--- config.mk ---
export PLATFORM = sky130hd
export DESIGN_NAME = mod_reduce
export DESIGN_NICKNAME = d
export VERILOG_FILES = /design/src/rtl/rsa_pkg.sv /design/src/rtl/mod_sub_step.sv /design/src/rtl/mod_reduce.sv
export SDC_FILE = /design/constraint.sdc
export NUM_CORES = 1
export LEC_CHECK = 0
export BUFFER_PORTS_ARGS = -buffer_cell sky130_fd_sc_hd__buf_2
export CAP_MARGIN = 20
export CORE_MARGIN = 3
export CORE_UTILIZATION = 43
export CTS_BUF_LIST = sky130_fd_sc_hd__clkbuf_16
export DETAILED_ROUTE_END_ITERATION = 10
export GPL_ROUTABILITY_DRIVEN = 0
export GPL_TIMING_DRIVEN = 0
export PLACE_DENSITY = 0.73
export SYNTH_ARGS = -nofsm -noshare
export SYNTH_HDL_FRONTEND = slang
export SYNTH_HIERARCHICAL = 1
export SYNTH_SLANG_ARGS = --single-unit
--- constraint.sdc ---
create_clock -name clk -period 2.17 [get_ports clk]
set_input_delay 0.434 -clock clk [delete_from_list [all_inputs] [get_ports clk]]
set_output_delay 0.434 -clock clk [all_outputs]
set_load 0.05 [all_outputs]
--- src/rtl/rsa_pkg.sv ---
// Shared definitions for the RSA datapath blocks.
//   RSA_WIDTH : default operand/modulus width
//   state_t   : reduction FSM states
//   cnt_init  : first value of the bit counter for a given operand width
package rsa_pkg;

  localparam int RSA_WIDTH = 8;

  typedef enum logic [1:0] {
    IDLE = 2'd0,
    RUN  = 2'd1,
    DONE = 2'd2
  } state_t;

  // The product has 2*w bits and one is consumed per RUN cycle, so the
  // counter runs from 2*w-1 down to 0.
  function automatic int cnt_init(input int w);
    return 2 * w - 1;
  endfunction

endpackage

--- src/rtl/mod_sub_step.sv ---
// One restoring shift-subtract step of a modular reduction.
// Shifts the next product bit into the partial remainder and subtracts the
// modulus when the shifted value is not below it.
//   rem_in  [WIDTH-1:0] : current partial remainder (always < n)
//   bit_in              : next product bit, MSB first
//   n       [WIDTH-1:0] : modulus
//   rem_out [WIDTH-1:0] : updated partial remainder (always < n when n != 0)
module mod_sub_step #(
  parameter int WIDTH = 8
) (
  input  logic [WIDTH-1:0] rem_in,
  input  logic             bit_in,
  input  logic [WIDTH-1:0] n,
  output logic [WIDTH-1:0] rem_out
);

  logic [WIDTH:0] t;
  logic           ge;

  // t < 2*n, so a single conditional subtract brings it back below n and
  // the result always fits in WIDTH bits.
  assign t  = {rem_in, bit_in};
  assign ge = (t >= {1'b0, n});

  always_comb begin
    rem_out = t[WIDTH-1:0];
    if (ge) begin
      rem_out = WIDTH'(t - {1'b0, n});
    end
  end

endmodule

--- src/rtl/mod_reduce.sv ---
// Sequential modular reduction R = P mod N, one product bit per clock.
// Sits behind the shift-add multiplier; its result is the next operand of
// the modular-exponentiation sequencer.
//   clk   : rising-edge clock
//   rst   : synchronous active-high reset, aborts any reduction silently
//   start : request pulse, only looked at in IDLE
//   p     : 2*WIDTH-bit product, captured on an accepted start
//   n     : WIDTH-bit modulus, captured on an accepted start
//   busy  : high while the reduction iterates
//   done  : one-cycle pulse, r and err are valid in that cycle
//   r     : remainder, held from done until the next accepted start
//   err   : set with done when the modulus was zero, held with r
//
// Handshake: a request is accepted on a clock edge where start=1 and the
// block is idle; exactly one done pulse follows each accepted request
// unless rst intervenes. start seen while busy or finishing is dropped.
module mod_reduce
  import rsa_pkg::*;
#(
  parameter int WIDTH = RSA_WIDTH,
  parameter int CNTW  = 4
) (
  input  logic               clk,
  input  logic               rst,
  input  logic               start,
  input  logic [2*WIDTH-1:0] p,
  input  logic [WIDTH-1:0]   n,
  output logic               busy,
  output logic               done,
  output logic [WIDTH-1:0]   r,
  output logic               err
);

  state_t             state, state_next;
  logic [2*WIDTH-1:0] ps;
  logic [WIDTH-1:0]   nr;
  logic [WIDTH-1:0]   rem;
  logic [WIDTH-1:0]   rem_next;
  logic [CNTW-1:0]    count;
  logic               done_q;
  logic [WIDTH-1:0]   r_q;
  logic               err_q;

  // The remainder register only needs WIDTH bits: every update leaves it
  // below the modulus, so the extra top bit of the shifted value lives
  // only inside the step logic.
  mod_sub_step #(
    .WIDTH (WIDTH)
  ) u_step (
    .rem_in  (rem),
    .bit_in  (ps[2*WIDTH-1]),
    .n       (nr),
    .rem_out (rem_next)
  );

  always_comb begin
    state_next = state;
    case (state)
      IDLE: begin
        if (start) begin
          state_next = (n == '0) ? DONE : RUN;
        end
      end
      RUN: begin
        if (count == '0) begin
          state_next = DONE;
        end
      end
      DONE:    state_next = IDLE;
      default: state_next = IDLE;
    endcase
  end

  always_ff @(posedge clk) begin
    if (rst) begin
      state  <= IDLE;
      ps     <= '0;
      nr     <= '0;
      rem    <= '0;
      count  <= '0;
      done_q <= 1'b0;
      r_q    <= '0;
      err_q  <= 1'b0;
    end else begin
      state  <= state_next;
      // done is registered from the DONE state, so it lands one cycle
      // after the final iteration and r is already stable under it.
      done_q <= (state == DONE);
      case (state)
        IDLE: begin
          if (start) begin
            ps    <= p;
            nr    <= n;
            rem   <= '0;
            count <= CNTW'(cnt_init(WIDTH));
            if (n == '0) begin
              r_q   <= '0;
              err_q <= 1'b1;
            end else begin
              err_q <= 1'b0;
            end
          end
        end
        RUN: begin
          ps  <= ps << 1;
          rem <= rem_next;
          if (count == '0) begin
            r_q <= rem_next;
          end else begin
            count <= count - 1'b1;
          end
        end
        default: ;
      endcase
    end
  end

  assign busy = (state == RUN);
  assign done = done_q;
  assign r    = r_q;
  assign err  = err_q;

endmodule

==> impl_metrics.env, run 1 <==
export IMPL_antenna_left=0
export IMPL_p_int_mw=1.98
export IMPL_ios=38
export IMPL_seqPwrFrac=0.349
export IMPL_grt_pass1_wl_mm=9.90
export IMPL_rrSetupSlack_ns=0.05
export IMPL_antenna_found_initial=0
export IMPL_min_to="ps[0]"
export IMPL_numCtsBuffers=5
export IMPL_ys_seq_area_frac=0.384
export IMPL_netlist_area_leader_share=0.384
export IMPL_fp_dieW_um=82.2
export IMPL_outcome="finished clean"
export IMPL_slowest_stage="dfxtp_4"
export IMPL_startpoint_type="flip-flop"
export IMPL_reg2reg_to="r[2]"
export IMPL_clock_power_share=0.244
export IMPL_finalCriticalPeriod_ns=2.12
export IMPL_start_util=0.448
export IMPL_synthDistinctLibCells=45
export IMPL_fp_dieArea_um2=6760
export IMPL_synth_most_common_cell="dfxtp_1"
export IMPL_grt_pass1_vias=2049
export IMPL_fillers=521
export IMPL_power_leakage_nw=1.27
export IMPL_row_count=27
export IMPL_fmax_mhz=471
export IMPL_dp_hpwl_mm=4.38
export IMPL_clkTransAtPathRegs_ns=0.06
export IMPL_routed_wl_mm=6.38
export IMPL_htreeDepth=2
export IMPL_diodes=0
export IMPL_drc_errors=0
export IMPL_path_class="reg -> reg"
export IMPL_cts_sinks=48
export IMPL_synth_seq_cells=48
export IMPL_critPathRequiredTime_ns=2.35
export IMPL_maxSlewViolCount=0
export IMPL_grt_usage=0.192
export IMPL_root_buffer="clkbuf_16"
export IMPL_syn_inst=283
export IMPL_finalHoldViolCount=0
export IMPL_crit_path_cell_trace="ha_4, a21o_1, a2111oi_4, o21a_1, buf_6, mux2_4, a32o_1"
export IMPL_cts_tree="done"
export IMPL_async_flop_share=0
export IMPL_clockBufferDepth=2
export IMPL_min_period_over_period=0.979
export IMPL_peakVddDrop_v=0.000422
export IMPL_max_slew_margin=0.571
export IMPL_syn_to_final_growth_pct=25.2
export IMPL_p_sw_mw=1.02
export IMPL_power_density_nw_per_um2=961
export IMPL_dr_pass1_iters=4
export IMPL_final_util=0.562
export IMPL_fp_coreArea_um2=5570
export IMPL_nNetsFinal=370
export IMPL_hp_start="p[0]"
export IMPL_p_sw_frac=0.341
export IMPL_drive_gt1_frac=0.342
export IMPL_syn_avg_cell_area_um2=8.83
export IMPL_postPlaceCellArea_um2=2770
export IMPL_final_area_um2=3130
export IMPL_hold_depth=3
export IMPL_drv_cap=0
export IMPL_worst_ep_arrival_time_ns=2.31
export IMPL_synth_area_um2=2500
export IMPL_clkLatencyLatePin_ns=0.29
export IMPL_slowest_delay_ns=0.35
export IMPL_grt_remaining_overflow=0
export IMPL_end_kind="flip-flop"
export IMPL_grt_max_degree=14
export IMPL_cp_max_fo=8
export IMPL_hold_class="in -> reg"
export IMPL_die_h_um=82.2
export IMPL_worst_r2r_cell_count=7
export IMPL_synthFlopType="dfxtp_1"
export IMPL_reg2reg_from="rem[5]"
export IMPL_power_frac_comb=0.406
export IMPL_grt_setup_unrepaired="true"
export IMPL_synthTopCellsByArea="dfxtp_1 (38%), nor4_2 (6.0%), nor2_1 (5.1%)"
export IMPL_setup_violations=0
export IMPL_wl_per_cell_um=15.7
export IMPL_viasPerCell=5.60
export IMPL_crit_buf_inv=1
export IMPL_io_buffer_count=36
export IMPL_tightest_slew_ns=0.644
export IMPL_synthTopCellsByCount="dfxtp_1 (48), nor2_1 (34), nand2_1 (29), a21oi_1 (24), nor3_1 (18)"
export IMPL_vias=2266
export IMPL_yosysTopAreaCell="dfxtp_1"
export IMPL_drtIter0Drc=92
export IMPL_holdBufCountCts=0
export IMPL_fin_skew_ns=0.00318
export IMPL_synth_edff_count=0
export IMPL_path_delay_family="compound AO/OA/AOI/OAI gates"
export IMPL_synth_nets=320
export IMPL_synth_warnings=6
## cells by family after synthesis
| group | synth area share |
|---|---|
| AOI/OAI and AO/OA | 0.163 |
| xor gates and xnor gates | 0.0105 |
| adders and majority gates | 0.0531 |
| buffers and inverters | 0.0621 |
| DFF | 0.384 |
| muxes | 0.0440 |
| and+or+nand+nor | 0.283 |
## worst register-to-register path, cell delays in order (launching register included)
cell,delay [ns]
dfxtp_4,0.35
ha_4,0.25
a21o_1,0.21
a2111oi_4,0.31
o21a_1,0.19
buf_6,0.17
mux2_4,0.33
a32o_1,0.21
## flip-flops by register name, indices dropped and copies added, names as in the netlist
| register | count |
|---|---|
| nr | 8 |
| count | 4 |
| r | 8 |
| err | 1 |
| rem | 8 |
| state | 2 |
| done | 1 |
| ps | 16 |
## placed cells by master (no fill, tap or decap), types with 4 or more instances in the layout
cell type and instances:
dfxtp_1 42, buf_2 40, nor2_1 33, nand2_1 28, a21oi_1 24, nor3_1 16, nor4_2 12, inv_1 11
buf_4 11, nand3_1 11, a32o_1 8, ha_4 8, mux2_4 6, clkbuf_1 5, nor4_1 5, clkbuf_16 5
dfxtp_2 5, inv_2 4, nor3b_1 4, a211oi_1 4
## per-stage QoR
step	hold WS (ns)	std cells	setup slack, ns	total power [mW]	TNS, ns
after global placement	0.444	391	-0.0871	2.07	-0.747
after global routing	0.395	405	-0.0426	3.16	-0.165
after floorplan	0.436	283	0.0193	1.89	0
final	0.390	405	0.0451	3.01	0
after CTS	0.388	401	-0.00275	2.91	-0.00275
after detailed placement	0.448	391	-0.167	2.10	-1.71
## power by group through the flow
stage | Clock, mW | Combinational (mW) | Sequential, mW
finish | 0.736 | 1.22 | 1.05
global route | 0.785 | 1.31 | 1.06
CTS | 0.751 | 1.11 | 1.05
detailed placement | 0 | 1.04 | 1.06
global placement | 0 | 1.02 | 1.05
floorplan | 0 | 0.813 | 1.07
## final cells by class
cell class	instances	area, um2	share of cell area
plain buffers	17	100	0.0320
clock buffers	5	125	0.0400
clock inverters	2	8.76	0.00280
inverters	14	52.6	0.0168
multi-input cells	203	1540	0.492
flip-flops and latches	48	971	0.310
well taps	72	90.1	0.0288
repair buffers	44	243	0.0775
## routing by layer
metal  GRT usage  vias to the layer above  share of wire
li1            -                     1108              -
met1       0.246                     1100           0.43
met2       0.317                       51           0.51
met3      0.0510                        7          0.050
met4      0.0548                        0          0.013
met5           0                        -              0
## timing repair
item,in CTS,in global routing
buffers inserted,3,5
endpoints found under the hold margin,0,0
pin swaps,6,9
gates resized for setup,19,14
endpoints found under the setup margin,16,17
## worst max path at each step
| stage | from | endpoint | cells after the start |
|---|---|---|---|
| after floorplan | nr[6] | r[2] | 8 |
| after global placement | nr[6] | r[2] | 8 |
| after detailed placement | nr[6] | r[2] | 8 |
| after CTS | nr[6] | r[2] | 8 |
| after global routing | rem[5] | r[2] | 7 |
| final | rem[5] | r[2] | 7 |
(Power assumes the default switching activity.)
==> run 2: changes to the inputs <==
Settings changed: CTS_BUF_LIST sky130_fd_sc_hd__clkbuf_16 to not set, PLACE_DENSITY 0.73 to 0.7, SKIP_CTS_REPAIR_TIMING set to 1.
Clock period 2.17 ns to 2.2 ns, I/O delays scaled along.
==> impl_metrics.env, run 2 (synthesized netlist as in run 1, its figures left out) <==
export IMPL_drive_gt1_frac=0.332
export IMPL_path_delay_family="compound AO/OA/AOI/OAI gates"
export IMPL_crit_path_cell_trace="inv_1, ha_4, nand2b_1, a211oi_2, nor2_2, o21a_1, buf_6, mux2_4, a32o_1"
export IMPL_startpoint_type="flip-flop"
export IMPL_slowest_stage="a211oi_2"
export IMPL_ios=38
export IMPL_max_slew_margin=0.589
export IMPL_crit_buf_inv=2
export IMPL_grt_remaining_overflow=0
export IMPL_setup_ws_ns=0.00420
export IMPL_routed_wl_mm=5.95
export IMPL_power_leakage_nw=1.22
export IMPL_tightest_slew_ns=0.616
export IMPL_largest_reg_flops=16
export IMPL_clockBufferDepth=2
export IMPL_nNetsFinal=367
export IMPL_grt_setup_unrepaired="true"
export IMPL_grt_max_degree=16
export IMPL_regMostFlops="ps"
export IMPL_maxSlewViolCount=0
export IMPL_fin_skew_ns=0.0124
export IMPL_viasPerCell=5.42
export IMPL_antenna_left=0
export IMPL_final_area_um2=3040
export IMPL_setup_violations=0
export IMPL_row_count=27
export IMPL_clkTransAtPathRegs_ns=0.09
export IMPL_die_h_um=82.2
export IMPL_grt_pass1_vias=1891
export IMPL_hold_class="in -> reg"
export IMPL_wl_per_cell_um=14.8
export IMPL_fp_coreArea_um2=5570
export IMPL_vias=2185
export IMPL_fmax_mhz=455
export IMPL_grt_pass1_wl_mm=9.13
export IMPL_postPlaceCellArea_um2=2770
export IMPL_io_buffer_count=36
export IMPL_fillers=516
export IMPL_final_common_cell="dfxtp_1"
export IMPL_finalCriticalPeriod_ns=2.20
export IMPL_root_buffer="clkbuf_8"
export IMPL_cts_tree="done"
export IMPL_cts_sinks=48
export IMPL_cp_max_fo=8
export IMPL_dr_pass1_iters=4
export IMPL_numCtsBuffers=5
export IMPL_slowest_delay_ns=0.37
export IMPL_outcome="finished clean"
export IMPL_fp_dieArea_um2=6760
export IMPL_grt_usage=0.174
export IMPL_syn_to_final_growth_pct=21.6
export IMPL_place_ws_ns=-0.100
export IMPL_drv_cap=0
export IMPL_diodes=0
export IMPL_antenna_found_initial=0
export IMPL_min_period_over_period=0.998
export IMPL_path_class="reg -> reg"
export IMPL_holdWs_ns=0.377
export IMPL_critPathRequiredTime_ns=2.39
export IMPL_worst_ep_arrival_time_ns=2.39
export IMPL_htreeDepth=2
export IMPL_drc_errors=0
export IMPL_drtIter0Drc=112
export IMPL_end_kind="flip-flop"
export IMPL_finalHoldViolCount=0
export IMPL_peakVddDrop_v=0.000440
export IMPL_fp_dieW_um=82.2
export IMPL_start_util=0.448
export IMPL_final_cell_mix="dfxtp_1 (42), buf_2 (41), nor2_1 (33), nand2_1 (28), a21oi_1 (24)"
export IMPL_clkLatencyLatePin_ns=0.31
export IMPL_power_density_nw_per_um2=899
export IMPL_dp_hpwl_mm=4.14
-- run 2: cell count changes in the layout (fill, tap and decap cells not counted), sizes merged --
cell      previous run  this run
buf                 54        51
clkbuf              12        13
inv                 15        14
clkinvlp             0         2
clkinv               1         0
-- run 2: area by class of cell --
type	count	area [um2]	area share
Inverter	14	52.6	0.0173
Tap cell	72	90.1	0.0296
Multi-Input combinational cell	203	1510	0.498
Clock inverter	2	15.0	0.00494
Clock buffer	6	82.6	0.0272
Buffer	18	105	0.0346
Timing Repair Buffer	40	213	0.0700
Sequential cell	48	968	0.319
-- run 2: per-stage QoR --
step	setup TNS (ns)	power, mW	utilization	std cells
6_report	0	2.73	0.545	403
5_1_grt	-0.803	2.90	0.545	403
4_1_cts	-0.982	2.62	0.514	399
3_5_place_dp	-0.722	2.05	0.497	391
3_3_place_gp	-0.385	2.04	0.497	391
2_1_floorplan	0	1.86	-	283
-- run 2: report_power, final --
group	switching, mW	internal [mW]	leakage (nW)	total [mW]
Combinational	0.583	0.559	0.781	1.14
Clock	0.306	0.255	0.0434	0.561
Sequential	0.0707	0.961	0.396	1.03
-- run 2: final timing paths --
path                            startpoint    end  slack [ns]  cells after the start
worst max-delay path                 nr[1]   r[6]       0.004                      9
worst min-delay path                  p[0]  ps[0]        0.38                      3
worst max register to register       nr[1]   r[6]       0.004                      9
worst min register to register       nr[5]  nr[5]        0.46                      2
-- run 2: worst register-to-register path, cell delays in order, from the launching register on --
cell      delay, ns
dfxtp_2        0.35
inv_1          0.07
ha_4           0.27
nand2b_1       0.09
a211oi_2       0.37
nor2_2         0.08
o21a_1         0.19
buf_6          0.15
mux2_4         0.31
a32o_1         0.20
-- run 2: metal layers --
| metal | global-route usage | wire (um) |
|---|---|---|
| met3 | 0.0466 | 267 |
| met1 | 0.234 | 2760 |
| met4 | 0.0581 | 95 |
| met5 | 0 | 0 |
| met2 | 0.268 | 2820 |
